[config.mk]
export PLATFORM = sky130hd
export DESIGN_NAME = ex_muldiv_iter
export DESIGN_NICKNAME = d
export VERILOG_FILES = /design/src/rtl/ex_muldiv_iter_pkg.sv /design/src/rtl/div_iter_core.sv /design/src/rtl/ex_muldiv_iter.sv
export SDC_FILE = /design/constraint.sdc
export NUM_CORES = 2
export LEC_CHECK = 0
export ABC_AREA = 1
export CORE_MARGIN = 5
export CORE_UTILIZATION = 59
export CTS_CLUSTER_SIZE = 14
export DETAILED_ROUTE_END_ITERATION = 8
export PLACE_DENSITY = 0.77
export SLEW_MARGIN = 20
export SYNTH_ARGS = -nofsm -noshare
export SYNTH_HDL_FRONTEND = slang
export SYNTH_SLANG_ARGS = --single-unit
[constraint.sdc]
create_clock -name clk -period 28.3 [get_ports clk]
set_input_delay 8.49 -clock clk [delete_from_list [all_inputs] [get_ports clk]]
set_output_delay 8.49 -clock clk [all_outputs]
set_load 0.1 [all_outputs]
[src/rtl/ex_muldiv_iter_pkg.sv]
// Shared types and helpers for the EX-stage iterative multiply/divide unit.
// Operation encoding, FSM states, signedness and leading-zero helpers.
package ex_muldiv_iter_pkg;

  typedef enum logic [3:0] {
    OP_NOP, OP_MULT, OP_MULTU, OP_MUL, OP_MADD, OP_MADDU,
    OP_MSUB, OP_MSUBU, OP_DIV, OP_DIVU, OP_ADD
  } Oper_t;

  typedef enum logic [1:0] {MD_IDLE, MD_MUL, MD_DIV, MD_DONE} MulDivState_t;

  function automatic logic is_signed_md(Oper_t op);
    return op inside {OP_MULT, OP_MUL, OP_MADD, OP_MSUB, OP_DIV};
  endfunction

  function automatic logic is_mul_op(Oper_t op);
    return op inside {OP_MULT, OP_MULTU, OP_MUL, OP_MADD, OP_MADDU, OP_MSUB, OP_MSUBU};
  endfunction

  function automatic logic is_div_op(Oper_t op);
    return op inside {OP_DIV, OP_DIVU};
  endfunction

  // Leading zeros of the low 'width' bits of v; returns width when all are zero.
  function automatic int clz(logic [63:0] v, int width);
    int c;
    c = width;
    for (int i = 0; i < 64; i++) begin
      if (i < width && v[i]) c = width - 1 - i;
    end
    return c;
  endfunction

endpackage

[src/rtl/div_iter_core.sv]
// Unsigned restoring divider, one quotient bit per cycle after a load on go.
// done pulses one cycle after the last iteration; divisor 0 or zero iterations finish at once.
module div_iter_core #(
  parameter int WIDTH = 32,
  parameter int SKW   = $clog2(WIDTH + 1)
) (
  input  logic             clk,
  input  logic             rst,
  input  logic             flush,
  input  logic             go,
  input  logic [WIDTH-1:0] dividend,
  input  logic [WIDTH-1:0] divisor,
  input  logic [SKW-1:0]   skip,
  output logic [WIDTH-1:0] quot,
  output logic [WIDTH-1:0] rem,
  output logic             done
);

  logic [WIDTH-1:0] dvs;
  logic [SKW-1:0]   cnt;
  logic             busy;
  logic [WIDTH:0]   trial;
  logic [WIDTH:0]   diff;
  logic [SKW-1:0]   n_iter;

  assign trial  = {rem, quot[WIDTH-1]};
  assign diff   = trial - {1'b0, dvs};
  assign n_iter = SKW'(WIDTH) - skip;

  always_ff @(posedge clk or posedge rst) begin
    if (rst) begin
      dvs  <= '0;
      cnt  <= '0;
      busy <= 1'b0;
      quot <= '0;
      rem  <= '0;
      done <= 1'b0;
    end else if (flush) begin
      busy <= 1'b0;
      done <= 1'b0;
    end else if (go) begin
      dvs <= divisor;
      if (divisor == '0) begin
        quot <= '1;
        rem  <= dividend;
        cnt  <= '0;
        busy <= 1'b0;
        done <= 1'b1;
      end else begin
        // Leading zeros are shifted out up front; the quotient ends up right-aligned.
        quot <= dividend << skip;
        rem  <= '0;
        cnt  <= n_iter;
        busy <= (n_iter != '0);
        done <= (n_iter == '0);
      end
    end else if (busy) begin
      if (!diff[WIDTH]) begin
        rem  <= diff[WIDTH-1:0];
        quot <= {quot[WIDTH-2:0], 1'b1};
      end else begin
        rem  <= trial[WIDTH-1:0];
        quot <= {quot[WIDTH-2:0], 1'b0};
      end
      cnt <= cnt - SKW'(1);
      if (cnt == SKW'(1)) begin
        busy <= 1'b0;
        done <= 1'b1;
      end
    end else begin
      done <= 1'b0;
    end
  end

endmodule

[src/rtl/ex_muldiv_iter.sv]
// Multi-cycle EX multiply/divide: MUL_STAGES cycles for multiply, 2+iterations for divide.
// is_busy stalls EX from the start cycle until DONE; valid pulses once per result.
module ex_muldiv_iter
  import ex_muldiv_iter_pkg::*;
#(
  parameter int WIDTH         = 32,
  parameter int MUL_STAGES    = 2,
  parameter bit DIV_EARLY_OUT = 1'b1
) (
  input  logic               clk,
  input  logic               rst,
  input  logic               flush,
  input  logic               start,
  input  Oper_t              op,
  input  logic [WIDTH-1:0]   reg1,
  input  logic [WIDTH-1:0]   reg2,
  input  logic [2*WIDTH-1:0] hilo,
  output logic [2*WIDTH-1:0] ret,
  output logic               valid,
  output logic               is_busy
);

  localparam int W2  = 2 * WIDTH;
  localparam int SKW = $clog2(WIDTH + 1);
  localparam int PS  = (MUL_STAGES > 1) ? MUL_STAGES - 1 : 1;
  localparam int MCW = $clog2(MUL_STAGES + 1);

  MulDivState_t   state;
  Oper_t          op_q;
  logic           neg_q;
  logic           rneg_q;
  logic [W2-1:0]  hilo_q;
  logic [W2-1:0]  pipe [PS];
  logic [MCW-1:0] mul_cnt;

  logic             sgn, neg_in, rneg_in, div_go, div_done;
  logic [WIDTH-1:0] mag1, mag2, div_quot, div_rem;
  logic [W2-1:0]    prod0;
  logic [SKW-1:0]   skip;

  assign sgn     = is_signed_md(op);
  assign mag1    = (sgn && reg1[WIDTH-1]) ? -reg1 : reg1;
  assign mag2    = (sgn && reg2[WIDTH-1]) ? -reg2 : reg2;
  assign neg_in  = sgn && (reg1[WIDTH-1] ^ reg2[WIDTH-1]);
  assign rneg_in = sgn && reg1[WIDTH-1];
  assign prod0   = {{WIDTH{1'b0}}, mag1} * {{WIDTH{1'b0}}, mag2};
  assign skip    = DIV_EARLY_OUT ? SKW'(clz(64'(mag1), WIDTH)) : '0;
  assign div_go  = start && (state == MD_IDLE) && !flush && is_div_op(op);
  assign is_busy = (state == MD_MUL) || (state == MD_DIV) || (start && state == MD_IDLE);

  div_iter_core #(.WIDTH(WIDTH), .SKW(SKW)) u_div (
    .clk      (clk),
    .rst      (rst),
    .flush    (flush),
    .go       (div_go),
    .dividend (mag1),
    .divisor  (mag2),
    .skip     (skip),
    .quot     (div_quot),
    .rem      (div_rem),
    .done     (div_done)
  );

  function automatic logic [W2-1:0] mul_result(Oper_t o, logic neg, logic [W2-1:0] p,
                                                logic [W2-1:0] hl);
    logic [W2-1:0] s;
    s = neg ? -p : p;
    if (o inside {OP_MADD, OP_MADDU}) return hl + s;
    if (o inside {OP_MSUB, OP_MSUBU}) return hl - s;
    return s;
  endfunction

  always_ff @(posedge clk or posedge rst) begin
    if (rst) begin
      state   <= MD_IDLE;
      ret     <= '0;
      valid   <= 1'b0;
      op_q    <= OP_NOP;
      neg_q   <= 1'b0;
      rneg_q  <= 1'b0;
      hilo_q  <= '0;
      mul_cnt <= '0;
      for (int k = 0; k < PS; k++) pipe[k] <= '0;
    end else begin
      valid <= 1'b0;
      if (state == MD_MUL) begin
        for (int k = 1; k < PS; k++) pipe[k] <= pipe[k-1];
      end
      if (flush) begin
        state <= MD_IDLE;
      end else begin
        case (state)
          MD_IDLE: if (start) begin
            op_q    <= op;
            neg_q   <= neg_in;
            rneg_q  <= rneg_in;
            hilo_q  <= hilo;
            pipe[0] <= prod0;
            mul_cnt <= MCW'(1);
            if (is_mul_op(op)) begin
              if (MUL_STAGES == 1) begin
                ret   <= mul_result(op, neg_in, prod0, hilo);
                valid <= 1'b1;
                state <= MD_DONE;
              end else begin
                state <= MD_MUL;
              end
            end else if (is_div_op(op)) begin
              state <= MD_DIV;
            end else begin
              ret   <= '0;
              valid <= 1'b1;
              state <= MD_DONE;
            end
          end
          MD_MUL: begin
            mul_cnt <= mul_cnt + 1'b1;
            if (mul_cnt == MCW'(MUL_STAGES - 1)) begin
              ret   <= mul_result(op_q, neg_q, pipe[PS-1], hilo_q);
              valid <= 1'b1;
              state <= MD_DONE;
            end
          end
          MD_DIV: if (div_done) begin
            // Sign fix: quotient takes the xor of operand signs, remainder the dividend sign.
            ret   <= {(rneg_q ? -div_rem : div_rem), (neg_q ? -div_quot : div_quot)};
            valid <= 1'b1;
            state <= MD_DONE;
          end
          MD_DONE: state <= MD_IDLE;
          default: state <= MD_IDLE;
        endcase
      end
    end
  end

endmodule

; Word level (Yosys, flattened, before mapping)
; Index checks and enable logic that the tools add are counted.
; Widths: inputs -> output; s select.
[totals]
register_bits = 307
latchBits = 0
mem_bits_rw = 0
rom_bits = 0
out_inout_bits = 66
wordCells = 177
n_memories = 0
[op_classes]
n_addsub = 11
multipliers = 1
div = 0
order_cmp = 0
n_eq_ne = 27
shifts = 1
mux = 93
n_bitwise = 2
reduce_logical = 27
[ops]
columns = operator, count
row1 = $mux 64, 10
row2 = $mux 32, 11
row3 = $mux 6, 35
row4 = $pmux 64 s3, 1
row5 = $neg 32->32, 4
row6 = $add 64x64->64, 1
row7 = $mul 32x32->64, 1
row8 = $neg 64->64, 1
row9 = $sub 64x64->64, 1
row10 = $sub 33x32->33, 1
row11 = $eq 4x3->1 const B, 8
row12 = $logic_not 32->1, 1
row13 = $shl 32x6->32, 1
row14 = $mux 1, 27
row15 = $mux 2, 6
row16 = $reduce_bool 2->1, 5
row17 = $reduce_and 3->1, 3
row18 = $eq 4x2->1 const B, 2
row19 = $eq 4x4->1 const B, 2
row20 = $pmux 2 s4, 1
row21 = $reduce_and 7->1, 1
row22 = $reduce_bool 7->1, 1
row23 = $eq 6x1->1 const B, 1
row24 = $logic_and 1x1->1, 6
row25 = 23 further kinds, 31

; Depth between registers and ports, before layout
[depth]
word_depth = 41
mapped_depth = 54

; Hierarchy
; A second synthesis with hierarchy kept.
[unflattened]
hier_cells = 9618
hier_area_um2 = 66243.5
[by_module_without_submodules]
columns = mod, instances, cells_per_inst, area_each_um2
row1 = ex_muldiv_iter, 1, 7962, 56255.2
row2 = div_iter_core, 1, 1656, 9988.3

; Worst setup path before layout
; Ideal clock, no wire load.
[synth_path]
path_type = input-to-reg
startpoint = in reg1[0]
endpoint = reg pipe[49] (netlist name)
t_arrival_ns = 17.638
required_ns = 28.170
setup_slack_ns = 10.532
path_stages = 48
n_path_buf = 4
path_cell_list = buf_2 > inv_1 > clkbuf_1 > ha_1 > nand2_1 > nor2_1 > nand2_1 > inv_1 > nand2_1 > xnor2_1 > nand2_1 > o21ai_1 > inv_1 > buf_2 > buf_1 > nand2_1 > fa_1 > inv_1 > (+12 left out) > a21oi_1 > a21boi_0 > o21ai_1 > a21oi_1 > inv_1 > a21boi_2 > o21ai_1 > a31oi_2 > inv_1 > a21oi_2 > o21ai_1 > a21boi_2 > o21ai_1 > nand2_1 > nand2_1 > or2_0 > nand3_1 > o21ai_0
[synth_via]
elab_chain_len = 3
[synth_rtl]
columns = item, line_no
row1 = "start, declared", ex_muldiv_iter.sv:15  ; input logic [WIDTH-1:0] reg1,
row2 = $neg 32->32, ex_muldiv_iter.sv:42  ; assign mag1 = (sgn && reg1[WIDTH-1]) ? -reg1 : reg1;
row3 = $mux 32 *, ex_muldiv_iter.sv:42
row4 = $mul 32x32->64 *, ex_muldiv_iter.sv:46  ; assign prod0 = {{WIDTH{1'b0}}, mag1} * {{WIDTH{1'b0}}, mag2};
row5 = "end, declared", ex_muldiv_iter.sv:33  ; logic [W2-1:0] pipe [PS];
; Every way passes the cells marked *; elsewhere a longest branch is shown, timed or not.
; A chain may end at the register's enable or synchronous reset.

; Worst setup path in the final report
[layout_path]
startpoint = in reg2[0]
endpoint = reg pipe[58] (netlist name)
[layout_via]
elab_chain_len = 3
[layout_rtl]
columns = item, line_no
row1 = "start, declared", ex_muldiv_iter.sv:16  ; input logic [WIDTH-1:0] reg2,
row2 = $neg 32->32, ex_muldiv_iter.sv:43  ; assign mag2 = (sgn && reg2[WIDTH-1]) ? -reg2 : reg2;
row3 = $mux 32 *, ex_muldiv_iter.sv:43
row4 = $mul 32x32->64 *, ex_muldiv_iter.sv:46
; Marked as above.

==> flow_summary_export.csv <==
group,metric,value,unit
worst_setup_path,cpPeakStageDelay,1140,ps
worst_setup_path,cpMostUsedCell,"inv_1",
die,coreArea,105000,um2
clock_tree,cts_resized,0,
synthesis,synth_top_cell_by_area,"fa_1",
detailed_routing,via_count,60400,
global_routing,grt_overflow,0,
detailed_routing,ant_nets,0,
sta,period_minus_slack,19930,ps
clock_tree,postCtsSetupBuffers,0,
finish,final_common_cell,"nand2_1",
synthesis,synth_cell_types,78,
global_routing,grt_util_all_layers,42.9,%
detailed_routing,drc,0,
global_routing,grt_pass1_vias,60000,
synthesis,yosysWarnings,0,
die,die_w,335,um
job,drv_cap,0,
worst_setup_path,worst-path-buf-inv,9,
clock_tree,cts.clk_slew.worst_paths,60,ps
synthesis,ys_ff_latch,306,
detailed_routing,routed_via_density,6.01,
synthesis,synth.yosys.seq_area_share,12.3,%
die,fp-row-count,119,
finish,area_growth,7.26,%
global_routing,grt_max_degree,87,
sta,hold_viol,0,
synthesis,synth_edf_count,0,
synthesis,syn_avg_cell_area,7.22,um2
sta,worstMarginPinSlew,1270,ps
synthesis,netlist_area,62400,um2
clock_tree,cts-root-buf,"clkbuf_16",
clock_tree,cts_buffer_depth,3,
worst_setup_path,cp-start-kind,"input pin",
detailed_routing,dr.first_iter.drc_count,7145,
worst_setup_path,cp_slowest_cell,"clkdlybuf4s50_1",
worst_setup_path,endpoint_kind,"flop",
placement,hpwl,190,mm
sta,timing.setup.tns,0,ps
sta,rsz0062_at_grt,"no",
placement,place_inst,9965,
worst_setup_path,critPathMaxFanout,30,
finish,finish.utilization,63.6,%
worst_setup_path,cpLargestDelayFamily,"adder cells",
clock_tree,ctsHtreeMaxLevel,2,
synthesis,synth.area.top_cells,"fa_1, dfrtp_1, nand2_1",
detailed_routing,drtPass1Iterations,7,
detailed_routing,wl_per_cell,24.3,um
synthesis,syn_inst,8645,
clock_tree,cts_tree,"done",
synthesis,synth_flop_cell,"dfrtp_1",
clock_tree,cts_made_buffers,38,
synthesis,netlist.area_leader.share,28.9,%
sta,skew,37.1,ps
worst_setup_path,crit_type,"in -> reg",
clock_tree,clk_latency,610,ps
placement,gp_congestion,1.06,
clock_tree,holdBufCountCts,0,
die,die_y,335,um
finish,final_area,66900,um2
die,ios,202,
synthesis,async_flop_share,100,%
sta,slew_violations,0,
finish,drive_gt1_share,4.36,%
sta,setup_viol,0,
finish,final_cells,10000,
worst_setup_path,worstPathArrival,20350,ps
synthesis,syn_nets,10100,
finish,layout_common_cells,"nand2_1, inv_1, fa_1, nor2_1, o21ai_0",
finish,final_nets,10100,
hold_path,hp-class,"reg -> reg",
die,start_util,59.3,%
detailed_routing,wl,244,mm
placement,dpl_cell_area,65500,um2
sta,max_clock_freq,50.2,MHz
sta,relSlewSlack,15.3,%
die,die_area,112000,um2
placement,port_buffers,201,
worst_setup_path,required,28720,ps
global_routing,grt_first_pass_wirelength,365,mm
global_routing,antenna_found_initial,16,
clock_tree,cts.sinks,306,
outcome,outcome,"complete, no violations",
sta,period_share,70.4,%
[final timing paths]
kind                              start    endpoint  slack (ps)  depth (start not counted)
max in group asynchronous           rst    pipe[10]       17690                          4
worst min register to register  ret[27]     ret[27]         480                          1
worst max-delay path            reg2[0]    pipe[58]        8370                         41
min in group asynchronous           rst  hilo_q[27]        8380                          2
worst min-delay path            ret[27]     ret[27]         480                          1
worst max register to register  pipe[0]     ret[54]       20570                         40
[cell type report]
type / count / area, um2
well taps: 1391 / 1740
repair buffers: 320 / 2910
diodes: 11 / 27.5
flip-flops and latches: 306 / 7660
multi-input cells: 6099 / 46300
fillers: 9571 / 38200
clock inverters: 24 / 330
clock buffers: 46 / 1020
inverters: 1849 / 6950
[layer usage]
metal / wire [um] / vias to the layer above / track usage, %
met3: 31200 / 1089 / 12.6
met5: 32 / - / 0
met2: 105000 / 4048 / 65.2
li1: - / 26500 / -
met4: 22100 / 4 / 30.2
met1: 85800 / 28700 / 52.7
[cell usage after synthesis (6+ instances only)]
| cell type | instances |
|---|---|
| a22o_1 | 30 |
| clkbuf_1 | 286 |
| o22ai_1 | 37 |
| inv_1 | 1814 |
| nor3_1 | 90 |
| nand3_1 | 331 |
| nand3b_1 | 9 |
| inv_2 | 17 |
| xnor2_1 | 27 |
| nand4_1 | 37 |
| xor2_2 | 6 |
| o21a_1 | 16 |
| nand2_1 | 1969 |
| buf_1 | 53 |
| o211ai_1 | 47 |
| clkinv_1 | 17 |
| fa_1 | 899 |
| o32ai_1 | 8 |
| nor2_2 | 10 |
| a21o_1 | 21 |
| a21oi_1 | 453 |
| o31ai_1 | 23 |
| o21bai_1 | 8 |
| or2_2 | 56 |
| buf_2 | 33 |
| ha_1 | 438 |
| o2111ai_1 | 11 |
| clkbuf_8 | 9 |
| o21ai_1 | 51 |
| nor4_1 | 13 |
| o221ai_1 | 9 |
| o21ai_0 | 458 |
| dfrtp_1 | 306 |
| a22oi_1 | 18 |
| nand2_2 | 10 |
| xor2_1 | 160 |
| nor3_2 | 26 |
| a31oi_1 | 71 |
| nor2_1 | 678 |
[through the flow]
step / hold WS (ps) / setup WS, ps
finish: 477 / 8370
global route: 500 / 7640
CTS: 479 / 8640
detailed placement: 465 / 8080
global placement: 459 / 8240
floorplan: 449 / 10530
[flip-flops by register name, indices dropped and copies added (netlist names)]
| signal | flops |
|---|---|
| neg_q | 1 |
| u_div.cnt | 6 |
| mul_cnt | 2 |
| pipe | 64 |
| u_div.done | 1 |
| valid | 1 |
| ret | 64 |
| rneg_q | 1 |
| u_div.busy | 1 |
| u_div.dvs | 32 |
| hilo_q | 64 |
| state | 2 |
| u_div.quot | 32 |
| op_q | 3 |
| u_div.rem | 32 |
[cell families (layout without fill, tap and decap cells)]
| family | count (synthesis) | after routing | share of synthesized area, % |
|---|---|---|---|
| DFF | 306 | 306 | 12.3 |
| AOI/OAI and AO/OA | 1314 | 1314 | 12.0 |
| other | 0 | 11 | 0 |
| adders and majority gates | 1337 | 1337 | 37.6 |
| xor gates and xnor gates | 195 | 195 | 2.85 |
| and+or+nand+nor | 3252 | 3252 | 21.4 |
| buffers and inverters | 2240 | 2239 | 13.8 |
| muxes | 1 | 1 | 0.0181 |
Power is not shown: default switching activity piles up to over one toggle a cycle in this logic, so the estimate is an artifact.
